`config.mk`:
```
export PLATFORM = sky130hd
export DESIGN_NAME = song_sequencer
export DESIGN_NICKNAME = d
export VERILOG_FILES = /design/src/rtl/song_sequencer.sv
export SDC_FILE = /design/constraint.sdc
export NUM_CORES = 1
export LEC_CHECK = 0
export BUFFER_PORTS_ARGS = -buffer_cell sky130_fd_sc_hd__buf_4
export CORE_MARGIN = 1
export CORE_UTILIZATION = 55
export DETAILED_ROUTE_END_ITERATION = 16
export PLACE_DENSITY = 0.72
export SLEW_MARGIN = 20
export SYNTH_ARGS = -nofsm -noshare
export SYNTH_HDL_FRONTEND = slang
export SYNTH_SLANG_ARGS = --single-unit
```
`constraint.sdc`:
```
create_clock -name clk -period 4.53 [get_ports clk]
set_input_delay 0.6795 -clock clk [delete_from_list [all_inputs] [get_ports clk]]
set_output_delay 0.6795 -clock clk [all_outputs]
set_load 0.05 [all_outputs]
```
`src/rtl/song_sequencer.sv`:
```
// ---------------------------------------------------------------------------
// song_sequencer
//   Auto-play stage behind the song-select controller. Latches the selected
//   song on start, walks its note ROM entry by entry and drives a square-wave
//   buzzer at the pitch of the current note, with a silent gap between notes.
//
// Ports
//   clk        in   system clock
//   rst        in   asynchronous active-high reset
//   song_num   in   [1:0] selected song from the song-select controller
//   start      in   level, begins playback when idle
//   stop       in   level, aborts playback (highest priority)
//   note       out  [4:0] current note code, 0 = silent
//   note_idx   out  [4:0] ROM index of the current entry
//   playing    out  high while loading, playing or in the inter-note gap
//   buzzer     out  square-wave tone output
//   song_done  out  one-cycle pulse when a song ends naturally
// ---------------------------------------------------------------------------
module song_sequencer #(
  parameter int CLK_FREQ    = 100_000_000,
  parameter int BEAT_CYCLES = 25_000_000,
  parameter int GAP_CYCLES  = 2_500_000,
  parameter int MAX_NOTES   = 32
) (
  input  logic       clk,
  input  logic       rst,
  input  logic [1:0] song_num,
  input  logic       start,
  input  logic       stop,
  output logic [4:0] note,
  output logic [4:0] note_idx,
  output logic       playing,
  output logic       buzzer,
  output logic       song_done
);

  // Octave-4 half-periods in clock cycles (truncated)
  localparam int H4_C = CLK_FREQ / (2 * 262);
  localparam int H4_D = CLK_FREQ / (2 * 294);
  localparam int H4_E = CLK_FREQ / (2 * 330);
  localparam int H4_F = CLK_FREQ / (2 * 349);
  localparam int H4_G = CLK_FREQ / (2 * 392);
  localparam int H4_A = CLK_FREQ / (2 * 440);
  localparam int H4_B = CLK_FREQ / (2 * 494);

  // Longest half-period is C3 = 2*H4_C
  localparam int TONE_W  = $clog2(2 * H4_C + 1);
  localparam int DUR_MAX = (4 * BEAT_CYCLES > GAP_CYCLES) ? 4 * BEAT_CYCLES : GAP_CYCLES;
  localparam int DUR_W   = ($clog2(DUR_MAX + 1) > 27) ? $clog2(DUR_MAX + 1) : 27;

  localparam logic [4:0]        END_CODE = 5'd31;
  localparam logic [4:0]        LAST_IDX = 5'(MAX_NOTES - 1);
  localparam logic [DUR_W-1:0]  DUR_ONE  = DUR_W'(1);
  localparam logic [TONE_W-1:0] TONE_ONE = TONE_W'(1);

  typedef enum logic [2:0] {IDLE, LOAD, PLAY, GAP, DONE} state_t;

  // Note ROM: entry = {code[4:0], dur[1:0]}, beats = dur+1.
  // Unlisted entries read as the end marker.
  function automatic logic [6:0] rom_entry(input logic [1:0] s, input logic [4:0] i);
    logic [6:0] e;
    case ({s, i})
      // song 0: E4
      {2'd0, 5'd0}: e = {5'd10, 2'd0};
      // song 1: A3, C5 (2 beats), out-of-range code played as rest
      {2'd1, 5'd0}: e = {5'd6,  2'd0};
      {2'd1, 5'd1}: e = {5'd15, 2'd1};
      {2'd1, 5'd2}: e = {5'd25, 2'd0};
      // song 2: B4
      {2'd2, 5'd0}: e = {5'd14, 2'd0};
      // song 3: fixed test pattern C4, rest, G5 (2 beats)
      {2'd3, 5'd0}: e = {5'd8,  2'd0};
      {2'd3, 5'd1}: e = {5'd0,  2'd0};
      {2'd3, 5'd2}: e = {5'd19, 2'd1};
      default:      e = {END_CODE, 2'd0};
    endcase
    return e;
  endfunction

  // Half-period for a pitched code; 0 for anything that is not a pitch.
  function automatic logic [TONE_W-1:0] half_period(input logic [4:0] code);
    int         h;
    logic [2:0] pos;
    logic [1:0] oct;
    h   = 0;
    pos = 3'd0;
    oct = 2'd3;
    if (code >= 5'd1 && code <= 5'd7) begin
      pos = 3'(code - 5'd1);
      oct = 2'd0;
    end else if (code >= 5'd8 && code <= 5'd14) begin
      pos = 3'(code - 5'd8);
      oct = 2'd1;
    end else if (code >= 5'd15 && code <= 5'd21) begin
      pos = 3'(code - 5'd15);
      oct = 2'd2;
    end
    case (pos)
      3'd0:    h = H4_C;
      3'd1:    h = H4_D;
      3'd2:    h = H4_E;
      3'd3:    h = H4_F;
      3'd4:    h = H4_G;
      3'd5:    h = H4_A;
      3'd6:    h = H4_B;
      default: h = 0;
    endcase
    case (oct)
      2'd0:    h = 2 * h;
      2'd1:    h = h;
      2'd2:    h = h / 2;
      default: h = 0;
    endcase
    return TONE_W'(h);
  endfunction

  function automatic logic [DUR_W-1:0] beat_cycles(input logic [1:0] dur);
    logic [DUR_W-1:0] c;
    case (dur)
      2'd0:    c = DUR_W'(BEAT_CYCLES);
      2'd1:    c = DUR_W'(2 * BEAT_CYCLES);
      2'd2:    c = DUR_W'(3 * BEAT_CYCLES);
      default: c = DUR_W'(4 * BEAT_CYCLES);
    endcase
    return c;
  endfunction

  state_t            state;
  logic [1:0]        song;
  logic [DUR_W-1:0]  dur_cnt;
  logic [TONE_W-1:0] tone_cnt;
  logic [TONE_W-1:0] half;
  logic              tone_on;

  logic [6:0] rom_data;
  logic [4:0] rom_code;
  logic       busy;

  // ROM is addressed by the registered {song, idx}; its word is captured
  // into note/duration at the end of the single LOAD cycle.
  assign rom_data = rom_entry(song, note_idx);
  assign rom_code = rom_data[6:2];
  assign busy     = (state == LOAD) || (state == PLAY) || (state == GAP);

  always_ff @(posedge clk or posedge rst) begin
    if (rst) begin
      state     <= IDLE;
      song      <= 2'd0;
      note      <= 5'd0;
      note_idx  <= 5'd0;
      playing   <= 1'b0;
      buzzer    <= 1'b0;
      song_done <= 1'b0;
      dur_cnt   <= '0;
      tone_cnt  <= '0;
      half      <= '0;
      tone_on   <= 1'b0;
    end else begin
      song_done <= 1'b0;
      if (state != IDLE && stop) begin
        state    <= IDLE;
        note     <= 5'd0;
        note_idx <= 5'd0;
        playing  <= 1'b0;
        buzzer   <= 1'b0;
        tone_cnt <= '0;
      end else if (busy && song_num != song) begin
        // Selection changed mid-song: restart the new song from the top
        song     <= song_num;
        note_idx <= 5'd0;
        note     <= 5'd0;
        state    <= LOAD;
        playing  <= 1'b1;
        buzzer   <= 1'b0;
        tone_cnt <= '0;
      end else begin
        case (state)
          IDLE: begin
            if (start) begin
              song     <= song_num;
              note_idx <= 5'd0;
              state    <= LOAD;
              playing  <= 1'b1;
            end
          end
          LOAD: begin
            if (rom_code == END_CODE) begin
              state     <= DONE;
              song_done <= 1'b1;
              playing   <= 1'b0;
            end else begin
              note     <= rom_code;
              dur_cnt  <= beat_cycles(rom_data[1:0]);
              half     <= half_period(rom_code);
              tone_on  <= (rom_code != 5'd0) && (rom_code <= 5'd21);
              tone_cnt <= '0;
              buzzer   <= 1'b0;
              state    <= PLAY;
            end
          end
          PLAY: begin
            if (dur_cnt == DUR_ONE) begin
              state    <= GAP;
              dur_cnt  <= DUR_W'(GAP_CYCLES);
              note     <= 5'd0;
              buzzer   <= 1'b0;
              tone_cnt <= '0;
            end else begin
              dur_cnt <= dur_cnt - DUR_ONE;
              if (tone_on) begin
                if (tone_cnt == half - TONE_ONE) begin
                  tone_cnt <= '0;
                  buzzer   <= ~buzzer;
                end else begin
                  tone_cnt <= tone_cnt + TONE_ONE;
                end
              end
            end
          end
          GAP: begin
            if (dur_cnt == DUR_ONE) begin
              // No wrap past the last ROM slot
              if (note_idx == LAST_IDX) begin
                state     <= DONE;
                song_done <= 1'b1;
                playing   <= 1'b0;
              end else begin
                note_idx <= note_idx + 5'd1;
                state    <= LOAD;
              end
            end else begin
              dur_cnt <= dur_cnt - DUR_ONE;
            end
          end
          DONE: begin
            state    <= IDLE;
            note     <= 5'd0;
            note_idx <= 5'd0;
          end
          default: state <= IDLE;
        endcase
      end
    end
  end

endmodule
```
# == After elaboration in Yosys (flattened, before gate mapping) ==
# Index checks and enable logic that the tools add are counted.
# totals
word_cells,173
output_inout_bits,13
register_bits,84
# classes
muxes,75
bitwise_logic,5
n_reduce_logical,31
add_sub_neg,8
n_eq_ne,37
n_lt_le_gt_ge,6
# op_table
cell,count
one-hot mux 27 bit (3 select lines),2
2-to-1 mux 32 bit,4
one-hot mux 18 bit (7 select lines),1
2-to-1 mux 19 bit,6
2-to-1 mux 27 bit,3
one-hot mux 19 bit (3 select lines),1
one-hot mux 7 bit (8 select lines),1
2-to-1 mux 5 bit,9
2-to-1 mux 3 bit,14
one-hot mux 19 bit (2 select lines),1
one-hot mux 5 bit (3 select lines),2
equality test 7 bit (second input constant),4
equality test 27 x 1 -> 1 bit (second input constant),1
subtractor 27 x 1 -> 27 bit (second input constant),1
equality test 7 x 6 -> 1 bit (second input constant),3
nonzero test 5 bit,4
adder 19 x 1 -> 19 bit,1
adder 19 x 1 -> 19 bit (second input constant),1
equality test 19 bit,1
subtractor 19 x 1 -> 19 bit (second input constant),1
2-to-1 mux 1 bit,18
2-to-1 mux 2 bit,9
inequality test 4 x 1 -> 1 bit (second input constant),4
equality test 3 x 2 -> 1 bit (second input constant),4
34 further kinds,66

# == Longest topological paths before layout ==
# logic_depth
ltp_word,20
mapped_depth,18
ltp_nobuf,17

# == Least setup slack after synthesis ==
# No wires, ideal clock.
# synth_path
path_kind,register to register
from,reg note_idx[0]
to,reg note[0]
setup_ps,125
path_stages_with_launch,16
t_arrival_ps,3686
n_path_buf,2
setup_slack_ps,719
required_time_ps,4405
period_less_slack_ps,3811
path_cell_list,dfrtp_1 inv_1 ha_1 clkbuf_1 nand2b_1 o22ai_1 and2_1 clkbuf_1 inv_1 ha_1 nor2b_1 a22o_1 nor3_1 nor2_1 a2111oi_4 mux2_2
# synth_via
elab_chain_len,6
word_cells_on_any_way,16
# synth_lines
item,line_no,rtl
from (decl),31,"output logic [4:0] note_idx,"
from (signal assigned),228,note_idx <= note_idx + 5'd1;
"equality test 7 bit, or another cell as far along",62,"case ({s, i})"
one-hot mux 7 bit (8 select lines) (*),62,
2-to-1 mux 5 bit,187,if (rom_code == END_CODE) begin
one-hot mux 5 bit (3 select lines),177,case (state)
2-to-1 mux 5 bit,167,end else if (busy && song_num != song) begin
2-to-1 mux 5 bit,160,if (state != IDLE && stop) begin
to (signal assigned),192,note <= rom_code;
to (decl),30,"output logic [4:0] note,"
# Every way passes the cells marked *; elsewhere a longest branch is shown, timed or not. The select of a mux whose other input is x is not followed.
# A chain may end at the register's enable or synchronous reset.

# == Worst setup path after layout ==
# layout_path
from,reg note_idx[0]
to,reg buzzer
# layout_via
elab_chain_len,5
word_cells_on_any_way,12
# layout_lines
item,line_no,rtl
"equality test 7 bit, or another cell as far along",62,
one-hot mux 7 bit (8 select lines) (*),62,
equality test 5 bit (*),187,
inequality test 4 bit (no source line) (*),n/a,
AND reduction 4 bit (no source line) (*),n/a,
to (signal assigned),213,buzzer <= ~buzzer;
to (decl),33,"output logic buzzer,"
# Every way passes the cells marked *; elsewhere a longest branch is shown, timed or not.

==> reports/qor.yml <==
routing:
  met1_length_um: 6390
  dr_wl_met3_um: 824
  drt-initial-drc-count: 427
  routed_wl_um: 14200
  routedWlPerCell_um: 17.1
  wl_met2_um: 6710
  firstDrtPassIters: 5
  vias_per_cell: 6.32
  ant_nets: 0
  vias: 5261
  dr.max_layer_used: "met4"
  drc: 0
yosys:
  synth.largest_area_cell: "dfrtp_1"
  ys_seq_area_frac: 0.363
  synth_seq_cells: 84
  synth_nets: 709
  yosys.area.top_type_share: 0.363
  netlist_area_sq_um: 5780
  synth.yosys.warnings: 0
  syn_inst: 691
  yosys-top-cells-area: "dfrtp_1 36%, o21ai_0 5.6%, nor2_1 5.2%, nand2_1 4.8%, xnor2_1 4.2%"
  synth-main-ff-cell: "dfrtp_1"
  synth-edff-count: 0
  yosysUniqueCellTypes: 75
  syn_area_per_cell_sq_um: 8.37
  async_flop_share: 1.00
floorplanning:
  die_height_um: 105
  floorplan.die_area_sq_um: 10900
  rows: 37
  die_width_um: 105
  core_sq_um: 10300
  start_util: 0.563
  io_pins: 19
placed_design:
  dp_hpwl_um: 10000
  numPortBuffers: 18
  place_area_sq_um: 5960
  gp_congestion: 0.874
power_and_ir_drop:
  switching_share: 0.464
  finalPower_mw: 3.54
  leakagePower_nw: 2.53
  internal-power_mw: 1.90
  pwr-share-comb: 0.453
  max-vdd-ir-drop_mv: 0.298
  p_clk_frac: 0.184
  p_seq_frac: 0.362
  power_switching_mw: 1.64
  p_per_area_nw_per_um2: 570
critical_path:
  crit_arrival_ns: 4.22
  critPathMaxFanout: 18
  worstPathRequired_ns: 4.75
  worst_setup_path_start_kind: "register"
  endpoint_kind: "register"
  criticalPathCategory: "reg -> reg"
cts:
  path_clk_slew_ns: 0.09
  cts_tree: "done"
  clk_path_buf_depth: 2
  postCtsSetupRepairBufs: 0
  clk_latency_ns: 0.36
  clock_sinks: 84
  cts_hold_buf: 0
  cts_buffers: 9
  htreeDepth: 3
  root_buffer: "clkbuf_8"
  cts_resized: 0
timing:
  period_needed_ns: 4.00
  finClkSkew_ns: 0.00991
  tightest_slew_ns: 1.09
  finalCritPeriodShare: 0.882
  slew_headroom: 0.273
  hold_viol: 0
  timing.fmax_ghz: 0.250
  slew_violations: 0
  rsz0062_at_grt: "no"
  tns_ns: 0
  setup_viol: 0
run_status:
  status: "complete, no violations"
grt:
  grt_start_max_net_pins: 46
  antenna_found_initial: 0
  grt_pass1_wl_um: 24100
  grtUsageTotal: 0.272
  grt_pass1_vias: 4945
  grt-ovfl-total: 0
layout:
  fillers: 953
  final_area_sq_um: 6200
  syn2layout_area_growth_pct: 7.25
  final_util: 0.603
  drive_gt1_frac: 0.0976
  antenna-diode-count: 0
  nNetsFinal: 711
min_path:
  hp-class: "in -> async"
run:
  maxCapViolations: 0
[power by group through the flow]
stage          sequential, mW  clock, mW  combinational, mW
2_1_floorplan            1.20          0               1.29
3_3_place_gp             1.27          0               1.53
3_5_place_dp             1.28          0               1.57
4_1_cts                  1.27      0.660               1.58
5_1_grt                  1.32      0.694               1.77
6_report                 1.28      0.652               1.60
[critical path, cell delays in order, from the launching register on]
cell and delay, ns:
dfrtp_1 0.46, inv_1 0.09, ha_1 0.35, nor2_1 0.23, nand2_1 0.08, o22ai_1 0.13
and2_1 0.29, inv_1 0.07, ha_1 0.24, nor2b_1 0.14, a22o_1 0.24, o41ai_2 0.32
a31o_1 0.36, o41a_1 0.71, o21ai_0 0.15
[cell usage after synthesis (4+ instances only)]
master / number
nor4_1: 10
xnor2_1: 28
nand3_1: 24
o211ai_1: 5
and3_1: 9
nor2b_1: 8
inv_1: 23
nand2_1: 74
buf_2: 12
ha_1: 12
nor3_2: 6
and2_1: 5
o31ai_1: 10
dfrtp_1: 84
nor3_1: 26
nand4_1: 18
a31oi_1: 13
xor2_1: 16
mux2_2: 7
clkbuf_1: 15
nand2b_1: 10
o22a_1: 4
o21ai_0: 65
o22ai_1: 5
nor2_1: 80
a22o_1: 9
a21oi_1: 38
or3_1: 7
[logic make-up (layout without fill, tap and decap cells)]
group	Yosys count	after routing	synth area share
flops	84	84	0.363
compound gates	186	186	0.209
mux	9	9	0.0171
fa+ha+maj	12	12	0.0260
simple gates	299	299	0.272
xor+xnor	44	44	0.0666
buf+inv	57	63	0.0456
[area by class of cell]
type	instances	area, sq um	share of cell area
Multi-Input combinational cell	550	3420	0.552
Sequential cell	84	2100	0.339
Timing Repair Buffer	24	180	0.0290
Tap cell	136	170	0.0274
Clock buffer	10	138	0.0222
Clock inverter	5	100	0.0161
Inverter	24	91.3	0.0147
[routing by layer]
metal | global-route usage | vias to the layer above
met5 | 0 | -
met4 | 0.118 | 0
met3 | 0.0381 | 26
met2 | 0.434 | 199
met1 | 0.368 | 2524
li1 | - | 2512
[layout by cell type, fill, tap and decap left out, types with 8 or more instances in the layout]
cell type / count
dfrtp_1: 84
nor4_1: 10
nand3_1: 24
and3_1: 9
nor2_1: 80
buf_4: 24
nand2b_1: 10
clkbuf_8: 10
nor2b_1: 8
o31ai_1: 10
xor2_1: 16
a21oi_1: 38
xnor2_1: 28
a31oi_1: 13
nand2_1: 74
a22o_1: 9
nand4_1: 18
nor3_1: 26
inv_1: 22
o21ai_0: 65
ha_1: 12
[registers in the layout, indices dropped and copies added (netlist names)]
| signal | count |
|---|---|
| dur_cnt | 27 |
| half | 19 |
| tone_cnt | 19 |
| note | 5 |
| note_idx | 5 |
| state | 3 |
| song | 2 |
| buzzer | 1 |
| playing | 1 |
| song_done | 1 |
| tone_on | 1 |
[final timing paths]
path                             start     endpoint  slack [ns]  cells after the start
max                        note_idx[0]       buzzer        0.53                     14
min                                rst  tone_cnt[4]        0.45                      2
max reg2reg                note_idx[0]       buzzer        0.53                     14
min reg2reg                    note[3]      note[3]        0.51                      1
max in group asynchronous          rst  dur_cnt[10]        3.07                      3
min in group clk               note[3]      note[3]        0.51                      1
[stage by stage]
| step | instances | hold WS, ns | worst slack [ns] |
|---|---|---|---|
| after floorplan | 691 | 0.468 | 0.719 |
| after global placement | 818 | 0.490 | 0.787 |
| after detailed placement | 818 | 0.498 | 0.587 |
| after CTS | 833 | 0.477 | 0.587 |
| after global routing | 833 | 0.495 | 0.181 |
| final | 833 | 0.447 | 0.534 |
Note: power is estimated with default switching activity, not from simulation.
